$ cat src/rtl/gaussian_octave_stream.sv
// Streaming 3x3 Gaussian blur (edge-clamped) with optional 2x decimation for one pyramid octave.
// Latency: result valid 2 cycles after the pixel transfer that completes its window.
// Backpressure: two-stage result pipeline; s_ready_out drops whenever a new result could not be retired.
module gaussian_octave_stream #(
  parameter int IMG_W     = 128,
  parameter int IMG_H     = 128,
  parameter int BIT_DEPTH = 8,
  parameter int XW        = $clog2(IMG_W),
  parameter int YW        = $clog2(IMG_H)
) (
  input  logic                 clk_in,
  input  logic                 rst_in,
  input  logic [BIT_DEPTH-1:0] s_data_in,
  input  logic                 s_valid_in,
  output logic                 s_ready_out,
  input  logic                 ds_en_in,
  input  logic                 abort_in,
  output logic [BIT_DEPTH-1:0] m_data_out,
  output logic [XW-1:0]        m_x_out,
  output logic [YW-1:0]        m_y_out,
  output logic                 m_valid_out,
  input  logic                 m_ready_in,
  output logic                 m_last_out,
  output logic                 frame_done_out,
  output logic                 busy_out
);

  localparam int SW = BIT_DEPTH + 4;
  localparam logic [XW-1:0] X_MAX = XW'(IMG_W - 1);
  localparam logic [XW-1:0] X_PEN = XW'(IMG_W - 2);
  localparam logic [YW-1:0] Y_MAX = YW'(IMG_H - 1);
  localparam logic [YW-1:0] Y_PEN = YW'(IMG_H - 2);

  // One vertical slice of the 3x3 window: top, middle, bottom rows.
  typedef struct packed {
    logic [BIT_DEPTH-1:0] t;
    logic [BIT_DEPTH-1:0] m;
    logic [BIT_DEPTH-1:0] b;
  } col_t;

  typedef enum logic [2:0] {S_IDLE, S_FILL, S_STREAM, S_FLUSH, S_DONE} state_t;

  state_t               state;
  logic [XW-1:0]        cnt_x;
  logic [YW-1:0]        cnt_y;
  logic [BIT_DEPTH-1:0] lb_a [IMG_W];  // most recent complete row
  logic [BIT_DEPTH-1:0] lb_b [IMG_W];  // row before that
  col_t                 col_m1, col_m2, col_new;
  logic                 pend_extra, flush_fed, ds_mode;
  logic [YW-1:0]        extra_row;

  logic                 p1_vld, p1_keep, p1_last;
  logic [BIT_DEPTH-1:0] p1_dat;
  logic [XW-1:0]        p1_x;
  logic [YW-1:0]        p1_y;

  logic                 in_phase, p1_move, can_feed, xfer, flush_feed, feed, extra_go;
  logic                 feed_emits, gen;
  col_t                 bl, bc, br;
  logic [XW-1:0]        rx;
  logic [YW-1:0]        ry;
  logic                 r_keep, r_last;
  logic [BIT_DEPTH-1:0] r_dat;

  function automatic logic [BIT_DEPTH-1:0] blur(col_t l, col_t c, col_t r);
    logic [SW-1:0] s;
    s = SW'(l.t) + SW'(r.t) + SW'(l.b) + SW'(r.b)
      + (SW'(c.t) << 1) + (SW'(c.b) << 1) + (SW'(l.m) << 1) + (SW'(r.m) << 1)
      + (SW'(c.m) << 2) + SW'(8);
    return s[SW-1:4];
  endfunction

  // A discarded (decimated-away) result leaves stage 1 without touching the output register.
  assign in_phase   = (state == S_IDLE) || (state == S_FILL) || (state == S_STREAM);
  assign p1_move    = p1_vld && (!p1_keep || !m_valid_out || m_ready_in);
  assign can_feed   = !p1_vld || p1_move;
  assign s_ready_out = in_phase && !pend_extra && can_feed;
  assign xfer       = s_valid_in && s_ready_out && !abort_in;
  assign flush_feed = (state == S_FLUSH) && !pend_extra && !flush_fed && can_feed && !abort_in;
  assign feed       = xfer || flush_feed;
  assign extra_go   = pend_extra && can_feed && !abort_in;
  assign feed_emits = feed && (cnt_x != '0) && ((state == S_FLUSH) || (cnt_y != '0));
  assign gen        = extra_go || feed_emits;

  // Build the incoming column, clamping the top row on the first output row and the bottom row on flush.
  always_comb begin
    col_new = '0;
    if (state == S_FLUSH) begin
      col_new.t = lb_b[cnt_x];
      col_new.m = lb_a[cnt_x];
      col_new.b = lb_a[cnt_x];
    end else begin
      col_new.t = (cnt_y == YW'(1)) ? lb_a[cnt_x] : lb_b[cnt_x];
      col_new.m = lb_a[cnt_x];
      col_new.b = s_data_in;
    end
  end

  // Pick window columns and output coordinates; right edge and left edge clamp by column reuse.
  always_comb begin
    bl = col_m2;
    bc = col_m1;
    br = col_new;
    rx = cnt_x - XW'(1);
    ry = (state == S_FLUSH) ? Y_MAX : (cnt_y - YW'(1));
    if (extra_go) begin
      br = col_m1;
      rx = X_MAX;
      ry = extra_row;
    end else if (cnt_x == XW'(1)) begin
      bl = col_m1;
    end
    r_dat  = blur(bl, bc, br);
    r_keep = !ds_mode || (!rx[0] && !ry[0]);
    r_last = ds_mode ? ((rx == X_PEN) && (ry == Y_PEN)) : ((rx == X_MAX) && (ry == Y_MAX));
  end

  // Line buffers shift one row per accepted pixel; never cleared since clamping hides stale rows.
  always_ff @(posedge clk_in) begin
    if (xfer) begin
      lb_b[cnt_x] <= lb_a[cnt_x];
      lb_a[cnt_x] <= s_data_in;
    end
  end

  // Frame sequencing: pixel counters, column window, end-of-row extra result, flush and done.
  always_ff @(posedge clk_in or posedge rst_in) begin
    if (rst_in) begin
      state          <= S_IDLE;
      cnt_x          <= '0;
      cnt_y          <= '0;
      col_m1         <= '0;
      col_m2         <= '0;
      pend_extra     <= 1'b0;
      flush_fed      <= 1'b0;
      extra_row      <= '0;
      ds_mode        <= 1'b0;
      busy_out       <= 1'b0;
      frame_done_out <= 1'b0;
    end else if (abort_in) begin
      state          <= S_IDLE;
      cnt_x          <= '0;
      cnt_y          <= '0;
      pend_extra     <= 1'b0;
      flush_fed      <= 1'b0;
      busy_out       <= 1'b0;
      frame_done_out <= 1'b0;
    end else begin
      frame_done_out <= 1'b0;
      if (feed) begin
        col_m2 <= col_m1;
        col_m1 <= col_new;
        if (cnt_x == X_MAX) begin
          cnt_x      <= '0;
          pend_extra <= (state == S_FLUSH) || (cnt_y != '0);
          extra_row  <= (state == S_FLUSH) ? Y_MAX : (cnt_y - YW'(1));
          if (state == S_FLUSH) flush_fed <= 1'b1;
          else                  cnt_y     <= (cnt_y == Y_MAX) ? '0 : (cnt_y + YW'(1));
        end else begin
          cnt_x <= cnt_x + XW'(1);
        end
      end
      if (extra_go) pend_extra <= 1'b0;
      case (state)
        S_IDLE: if (xfer) begin
          state    <= S_FILL;
          busy_out <= 1'b1;
          ds_mode  <= ds_en_in;
        end
        S_FILL: if (xfer && (cnt_x == XW'(1)) && (cnt_y == YW'(1))) state <= S_STREAM;
        S_STREAM: if (xfer && (cnt_x == X_MAX) && (cnt_y == Y_MAX)) state <= S_FLUSH;
        S_FLUSH: if (flush_fed && !pend_extra && !p1_vld && !m_valid_out) begin
          state          <= S_DONE;
          flush_fed      <= 1'b0;
          busy_out       <= 1'b0;
          frame_done_out <= 1'b1;
        end
        S_DONE: state <= S_IDLE;
        default: state <= S_IDLE;
      endcase
    end
  end

  // Result pipeline: stage 1 holds the computed pixel, output register holds it until accepted.
  always_ff @(posedge clk_in or posedge rst_in) begin
    if (rst_in) begin
      p1_vld      <= 1'b0;
      p1_keep     <= 1'b0;
      p1_last     <= 1'b0;
      p1_dat      <= '0;
      p1_x        <= '0;
      p1_y        <= '0;
      m_valid_out <= 1'b0;
      m_data_out  <= '0;
      m_x_out     <= '0;
      m_y_out     <= '0;
      m_last_out  <= 1'b0;
    end else if (abort_in) begin
      p1_vld      <= 1'b0;
      m_valid_out <= 1'b0;
      m_last_out  <= 1'b0;
    end else begin
      if (gen) begin
        p1_vld  <= 1'b1;
        p1_dat  <= r_dat;
        p1_x    <= ds_mode ? (rx >> 1) : rx;
        p1_y    <= ds_mode ? (ry >> 1) : ry;
        p1_keep <= r_keep;
        p1_last <= r_last;
      end else if (p1_move) begin
        p1_vld <= 1'b0;
      end
      if (p1_move && p1_keep) begin
        m_valid_out <= 1'b1;
        m_data_out  <= p1_dat;
        m_x_out     <= p1_x;
        m_y_out     <= p1_y;
        m_last_out  <= p1_last;
      end else if (m_valid_out && m_ready_in) begin
        m_valid_out <= 1'b0;
        m_last_out  <= 1'b0;
      end
    end
  end

endmodule
$ cat config.mk
export PLATFORM = sky130hd
export DESIGN_NAME = gaussian_octave_stream
export DESIGN_NICKNAME = d
export VERILOG_FILES = /design/src/rtl/gaussian_octave_stream.sv
export SDC_FILE = /design/constraint.sdc
export NUM_CORES = 2
export LEC_CHECK = 0
export BUFFER_PORTS_ARGS = -buffer_cell sky130_fd_sc_hd__buf_4
export CAP_MARGIN = 20
export CELL_PAD_IN_SITES_DETAIL_PLACEMENT = 1
export CELL_PAD_IN_SITES_GLOBAL_PLACEMENT = 1
export CORE_ASPECT_RATIO = 0.75
export CORE_MARGIN = 1.5
export CORE_UTILIZATION = 30
export CTS_CLUSTER_DIAMETER = 80
export DETAILED_ROUTE_END_ITERATION = 10
export GPL_ROUTABILITY_DRIVEN = 1
export GPL_TIMING_DRIVEN = 0
export PLACE_DENSITY = 0.57
export SKIP_LAST_GASP = 1
export SLEW_MARGIN = 20
export SYNTH_ARGS = -nofsm -noshare
export SYNTH_HDL_FRONTEND = slang
export SYNTH_SLANG_ARGS = --single-unit
$ cat constraint.sdc
create_clock -name clk_in -period 12.5 [get_ports clk_in]
set_input_delay 2.5 -clock clk_in [delete_from_list [all_inputs] [get_ports clk_in]]
set_output_delay 2.5 -clock clk_in [all_outputs]
set_load 0.01 [all_outputs]
; After elaboration in Yosys (flattened, before gate mapping)
; Memories as Yosys holds them, arrays and structs flattened.
; Index checks and enable logic that the tools add are counted.
[word_totals]
regBits = 126
ramBits = 2048
input_bits = 14
out_inout_bits = 27
wordCells = 172
memories = 2
[mem_list]
columns = memory, depth, word_bits, rd, rd_ports_with_merged_regs, wr, line
row1 = lb_a, 128, 8, 1, 0, 1, 46  ; logic [BIT_DEPTH-1:0] lb_a [IMG_W];
row2 = lb_b, 128, 8, 1, 0, 1, 47  ; logic [BIT_DEPTH-1:0] lb_b [IMG_W];
[classes]
n_addsub = 13
eq_ne = 16
n_mux = 52
n_bitwise = 1
n_reduce_logical = 62
[op_table]
columns = cell, count
row1 = two-way mux 24 bit, 4
row2 = two-way mux 7 bit, 13
row3 = "equality test 7 bit, second input constant", 6
row4 = adder 12 x 9 -> 12 bit, 3
row5 = two-way mux 1 bit, 27
row6 = logical AND 1 bit, 25
row7 = two-way mux 3 bit, 5
row8 = nonzero test 3 bit, 5
row9 = "adder 7 x 1 -> 7 bit, second input constant", 2
row10 = "equality test 7 x 1 -> 1 bit, second input constant", 2
row11 = nonzero test 7 bit, 2
row12 = "subtractor 7 x 1 -> 7 bit, second input constant", 2
row13 = adder 11 x 9 -> 12 bit, 1
row14 = adder 12 x 10 -> 12 bit, 1
row15 = "adder 12 x 4 -> 12 bit, second input constant", 1
row16 = one-hot mux 3 bit (4 select lines), 1
row17 = AND reduction 3 bit, 4
row18 = adder 10 x 8 -> 11 bit, 1
row19 = adder 9 x 8 -> 10 bit, 1
row20 = adder 8 x 8 -> 9 bit, 1
row21 = zero test 1 bit, 9
row22 = logical OR 1 bit, 9
row23 = "inequality test 3 x 2 -> 1 bit, second input constant", 3
row24 = two-way mux 8 bit, 1
row25 = other kinds (10), 15

; Depth between registers and ports, before layout
[logic_depth]
depth_word = 17
ltp_mapped = 33

; Worst setup path before layout
; OpenSTA, ideal clock, no wires.
[synth_path]
kind = flip-flop to flip-flop
start = reg cnt_x[0]
end = reg p1_dat[7]
setup_time_ns = 0.137
arrival_time_ns = 9.500
required_ns = 12.363
slack_ns = 2.863
path_stages_with_launch = 23
path_buffers = 4
period_less_slack_ns = 9.637
path_cell_list = dfrtp_1 > buf_6 > buf_6 > nor3b_2 > clkbuf_1 > buf_2 > a221oi_1 > mux4_2 > o211ai_1 > o21ai_0 > o21ai_0 > fa_1 > inv_1 > fa_1 > fa_1 > inv_1 > fa_1 > ha_1 > a21o_1 > a21o_1 > a21o_1 > a2111oi_0 > nor3_1
[synth_rtl]
columns = item, line
row1 = start: declaration, 44  ; logic [XW-1:0] cnt_x;
row2 = start signal: assignment, 160  ; cnt_x <= cnt_x + XW'(1);
row3 = end signal: assignment, 205  ; p1_dat <= r_dat;
row4 = end: declaration, 53  ; logic [BIT_DEPTH-1:0] p1_dat;

==> impl_metrics.csv <==
group,metric,value,unit
run_status,status,"complete, no violations",
synthesis,synth.distinct_cells,95,
synthesis,ys_seq_area_frac,0.754,
worst_setup_path,critPathCaptureType,"flop",
clock_network,cts.path.max_buffers,4,
sta,fmax,84.5,MHz
drt,avgViaCountPerCell,6.36,
sta,rsz0062_at_grt,"no",
clock_network,hold_buffers,0,
worst_setup_path,cp-start-kind,"flop",
sta,worst_slew_margin_rel,0.0684,
pwr,ir_drop,0.340,mV
floorplan,die_w,620,µm
worst_setup_path,arrival,12.60,ns
worst_setup_path,critPathMaxFanout,84,
grt,overflow,0,
floorplan,coreArea,283000,µm²
clock_network,cts_tree,"yes",
place,routabilityCongestion,0.969,
worst_setup_path,reg2reg_slack,0.67,ns
drt,wire_per_inst,45.4,µm
sta,maxSlewViolCount,0,
worst_setup_path,crit_required,13.27,ns
grt,track_usage,0.292,
worst_setup_path,slowest_stage,"a2111oi_4",
pwr,power.density,175,nW/µm²
synthesis,postSynthAreaPerCell,16.9,µm²
clock_network,cts_made_buffers,224,
sta,finalSetupViolCount,0,
floorplan,die_h,466,µm
drt,ant_nets,0,
floorplan,rows,169,
sta,fin_skew,0.0781,ns
grt,grt_max_degree,130,
cells_and_area,mostFrequentLayoutCell,"edfxtp_1",
clock_network,root_buffer,"clkbuf_16",
drt,drc,0,
clock_network,path_clk_slew,0.07,ns
worst_setup_path,slowest_delay,1.05,ns
floorplan,ioPinCount,41,
clock_network,clk-insertion-delay-late,0.95,ns
pwr,power.leakage,33.2,nW
cells_and_area,layout_common_cells,"2048 x edfxtp_1, 347 x a22oi_1, 289 x nand2_1",
place,hpwl,300,mm
synthesis,synth_edf_count,2048,
grt,grt_pass1_vias,56002,
synthesis,syn_nets,5157,
worst_hold_path,hp-class,"flop to flop",
cells_and_area,area_growth,21.3,%
cells_and_area,utilization,0.367,
worst_setup_path,critical_path_class,"flop to flop",
floorplan,start_util,0.302,
synthesis,ys_warn_count,0,
sta,period_share,0.947,
synthesis,synthFlopType,"edfxtp_1",
sta,min_period,11.83,ns
drt,drt_iter0_drc,12726,
clock_network,htree_num_levels,4,
clock_network,clkSinkCount,2174,
clock_network,cts_resized,0,
drt,dr_total_vias,60450,
sta,worst_pin_slew,1.36,ns
cells_and_area,layout.nets,5632,
synthesis,ys_async_sr_fraction,0.0580,
sta,fin_tns_setup,0,ns
synthesis,yosys_register_bits,2174,
synthesis,synthesis.instances,5063,
sta,final_hold_viol_count,0,
grt,antenna_found_initial,67,
cells_and_area,fillers,28382,
synthesis,syn_area,85700,µm²
drt,firstDrtPassIters,6,
run,maxCapViolCount,0,
floorplan,dieArea,289000,µm²
grt,grt_pass1_wl,554,mm
cells_and_area,drive_above_1_share,0.218,
clock_network,postCtsSetupBuffers,0,
drt,finalWirelength,431,mm
place,portBuffers,40,
==> final timing paths <==
path / startpoint / endpoint / cells past startpoint
worst max-delay path: cnt_x[1]$_DFFE_PP0P_ / p1_dat[3]$_DFFE_PP0P_ / 30
worst min-delay path: col_m2[5]$_DFFE_PP0P_ / col_m2[5]$_DFFE_PP0P_ / 2
worst max register to register: cnt_x[1]$_DFFE_PP0P_ / p1_dat[3]$_DFFE_PP0P_ / 30
worst min register to register: col_m2[5]$_DFFE_PP0P_ / col_m2[5]$_DFFE_PP0P_ / 2
max in group asynchronous: rst_in / m_x_out[3]$_DFFE_PP0P_ / 3
min in group asynchronous: rst_in / col_m2[5]$_DFFE_PP0P_ / 2
==> kinds of logic (layout without fill, tap and decap cells) <==
logic type	count (synthesis)	after routing	synth area share
other	0	23	0
buffers and inverters	416	1071	0.0222
muxes	417	417	0.0621
adders and majority gates	80	80	0.0163
AOI/OAI and AO/OA	1198	1198	0.104
DFF	2174	2174	0.754
xor gates and xnor gates	17	17	0.00174
and+or+nand+nor	761	761	0.0393
==> area by class of cell <==
cell class | count | area (µm²) | share of cell area
Clock inverter | 140 | 1350 | 0.0130
Antenna cell | 23 | 57.6 | 0.000554
Clock buffer | 266 | 5760 | 0.0554
Inverter | 92 | 368 | 0.00354
Buffer | 324 | 1690 | 0.0163
Timing Repair Buffer | 249 | 5150 | 0.0495
Sequential cell | 2174 | 64700 | 0.622
Multi-Input combinational cell | 2473 | 20200 | 0.194
Tap cell | 3762 | 4710 | 0.0453
==> synth_stat cells (all sizes together) (10+ instances only) <==
| cell | number | area [µm²] |
|---|---|---|
| o31ai | 12 | 90.1 |
| nor3 | 21 | 120 |
| nor2b | 15 | 93.8 |
| a22oi | 347 | 2610 |
| nand2b | 11 | 68.8 |
| buf | 199 | 1090 |
| a211oi | 12 | 95.1 |
| o22ai | 25 | 156 |
| and2 | 11 | 68.8 |
| ha | 27 | 338 |
| nand3 | 39 | 195 |
| a221o | 30 | 300 |
| a31oi | 71 | 444 |
| mux2 | 204 | 2300 |
| inv | 88 | 330 |
| a22o | 64 | 561 |
| xnor2 | 11 | 96.3 |
| nor2 | 276 | 1040 |
| a222oi | 28 | 280 |
| mux2i | 142 | 1420 |
| a2111oi | 17 | 174 |
| dfrtp | 126 | 3150 |
| o21ai | 134 | 671 |
| nand2 | 291 | 1090 |
| o211ai | 19 | 148 |
| o2bb2ai | 12 | 105 |
| clkbuf | 125 | 469 |
| mux4 | 71 | 1600 |
| a21o | 11 | 82.6 |
| nand4 | 39 | 244 |
| a221oi | 199 | 1770 |
| fa | 53 | 1060 |
| a21oi | 133 | 666 |
| edfxtp | 2048 | 61500 |
| o221ai | 17 | 155 |
| and3 | 10 | 62.6 |
==> power by group <==
group          internal [mW]  switching (mW)  total, mW
Clock                   3.79            3.02       6.81
Sequential              8.14          0.0638       8.20
Combinational           1.06            2.14       3.19
==> critical path: cells and delay by family, from the launching register on <==
kind / cells / cell delay, ns
AO/OA/AOI/OAI: 6 / 2.69
XOR/XNOR: 1 / 0.54
adder cells (fa/ha/maj): 5 / 2.40
buffers and inverters: 13 / 4.02
flip-flops: 1 / 0.65
multiplexers: 1 / 0.33
AND/OR/NAND/NOR: 4 / 0.81
==> flip-flops by register name, indices dropped and copies added (netlist names), 3 cells and up <==
register and cells:
m_data_out 8, cnt_y 7, extra_row 7, p1_dat 8, col_m2 24, m_x_out 7
cnt_x 7, state 3, m_y_out 7, p1_x 7, lb_b 1024, lb_a 1024
p1_y 7, bc 24
==> metal layers <==
metal  GRT usage  up-vias  part of all wire
met4       0.144       30             0.062
met5     0.00247        -           0.00076
met2       0.391     5864              0.39
met3       0.141     1212              0.17
li1            -    21481                 -
met1       0.388    31863              0.37
==> through the flow <==
stage	worst slack [ns]	instance area (µm²)	power (mW)	hold WS, ns	std cells
4_1_cts	1.26	104000	18.1	0.478	9474
3_5_place_dp	1.28	96600	11.4	0.462	9068
6_report	0.665	104000	18.2	0.478	9503
3_3_place_gp	-4.23	90700	11.4	0.457	8865
5_1_grt	0.772	104000	18.7	0.503	9482
2_1_floorplan	2.86	85700	10.2	0.433	5063
No activity file was read; power rests on OpenSTA's default activity.
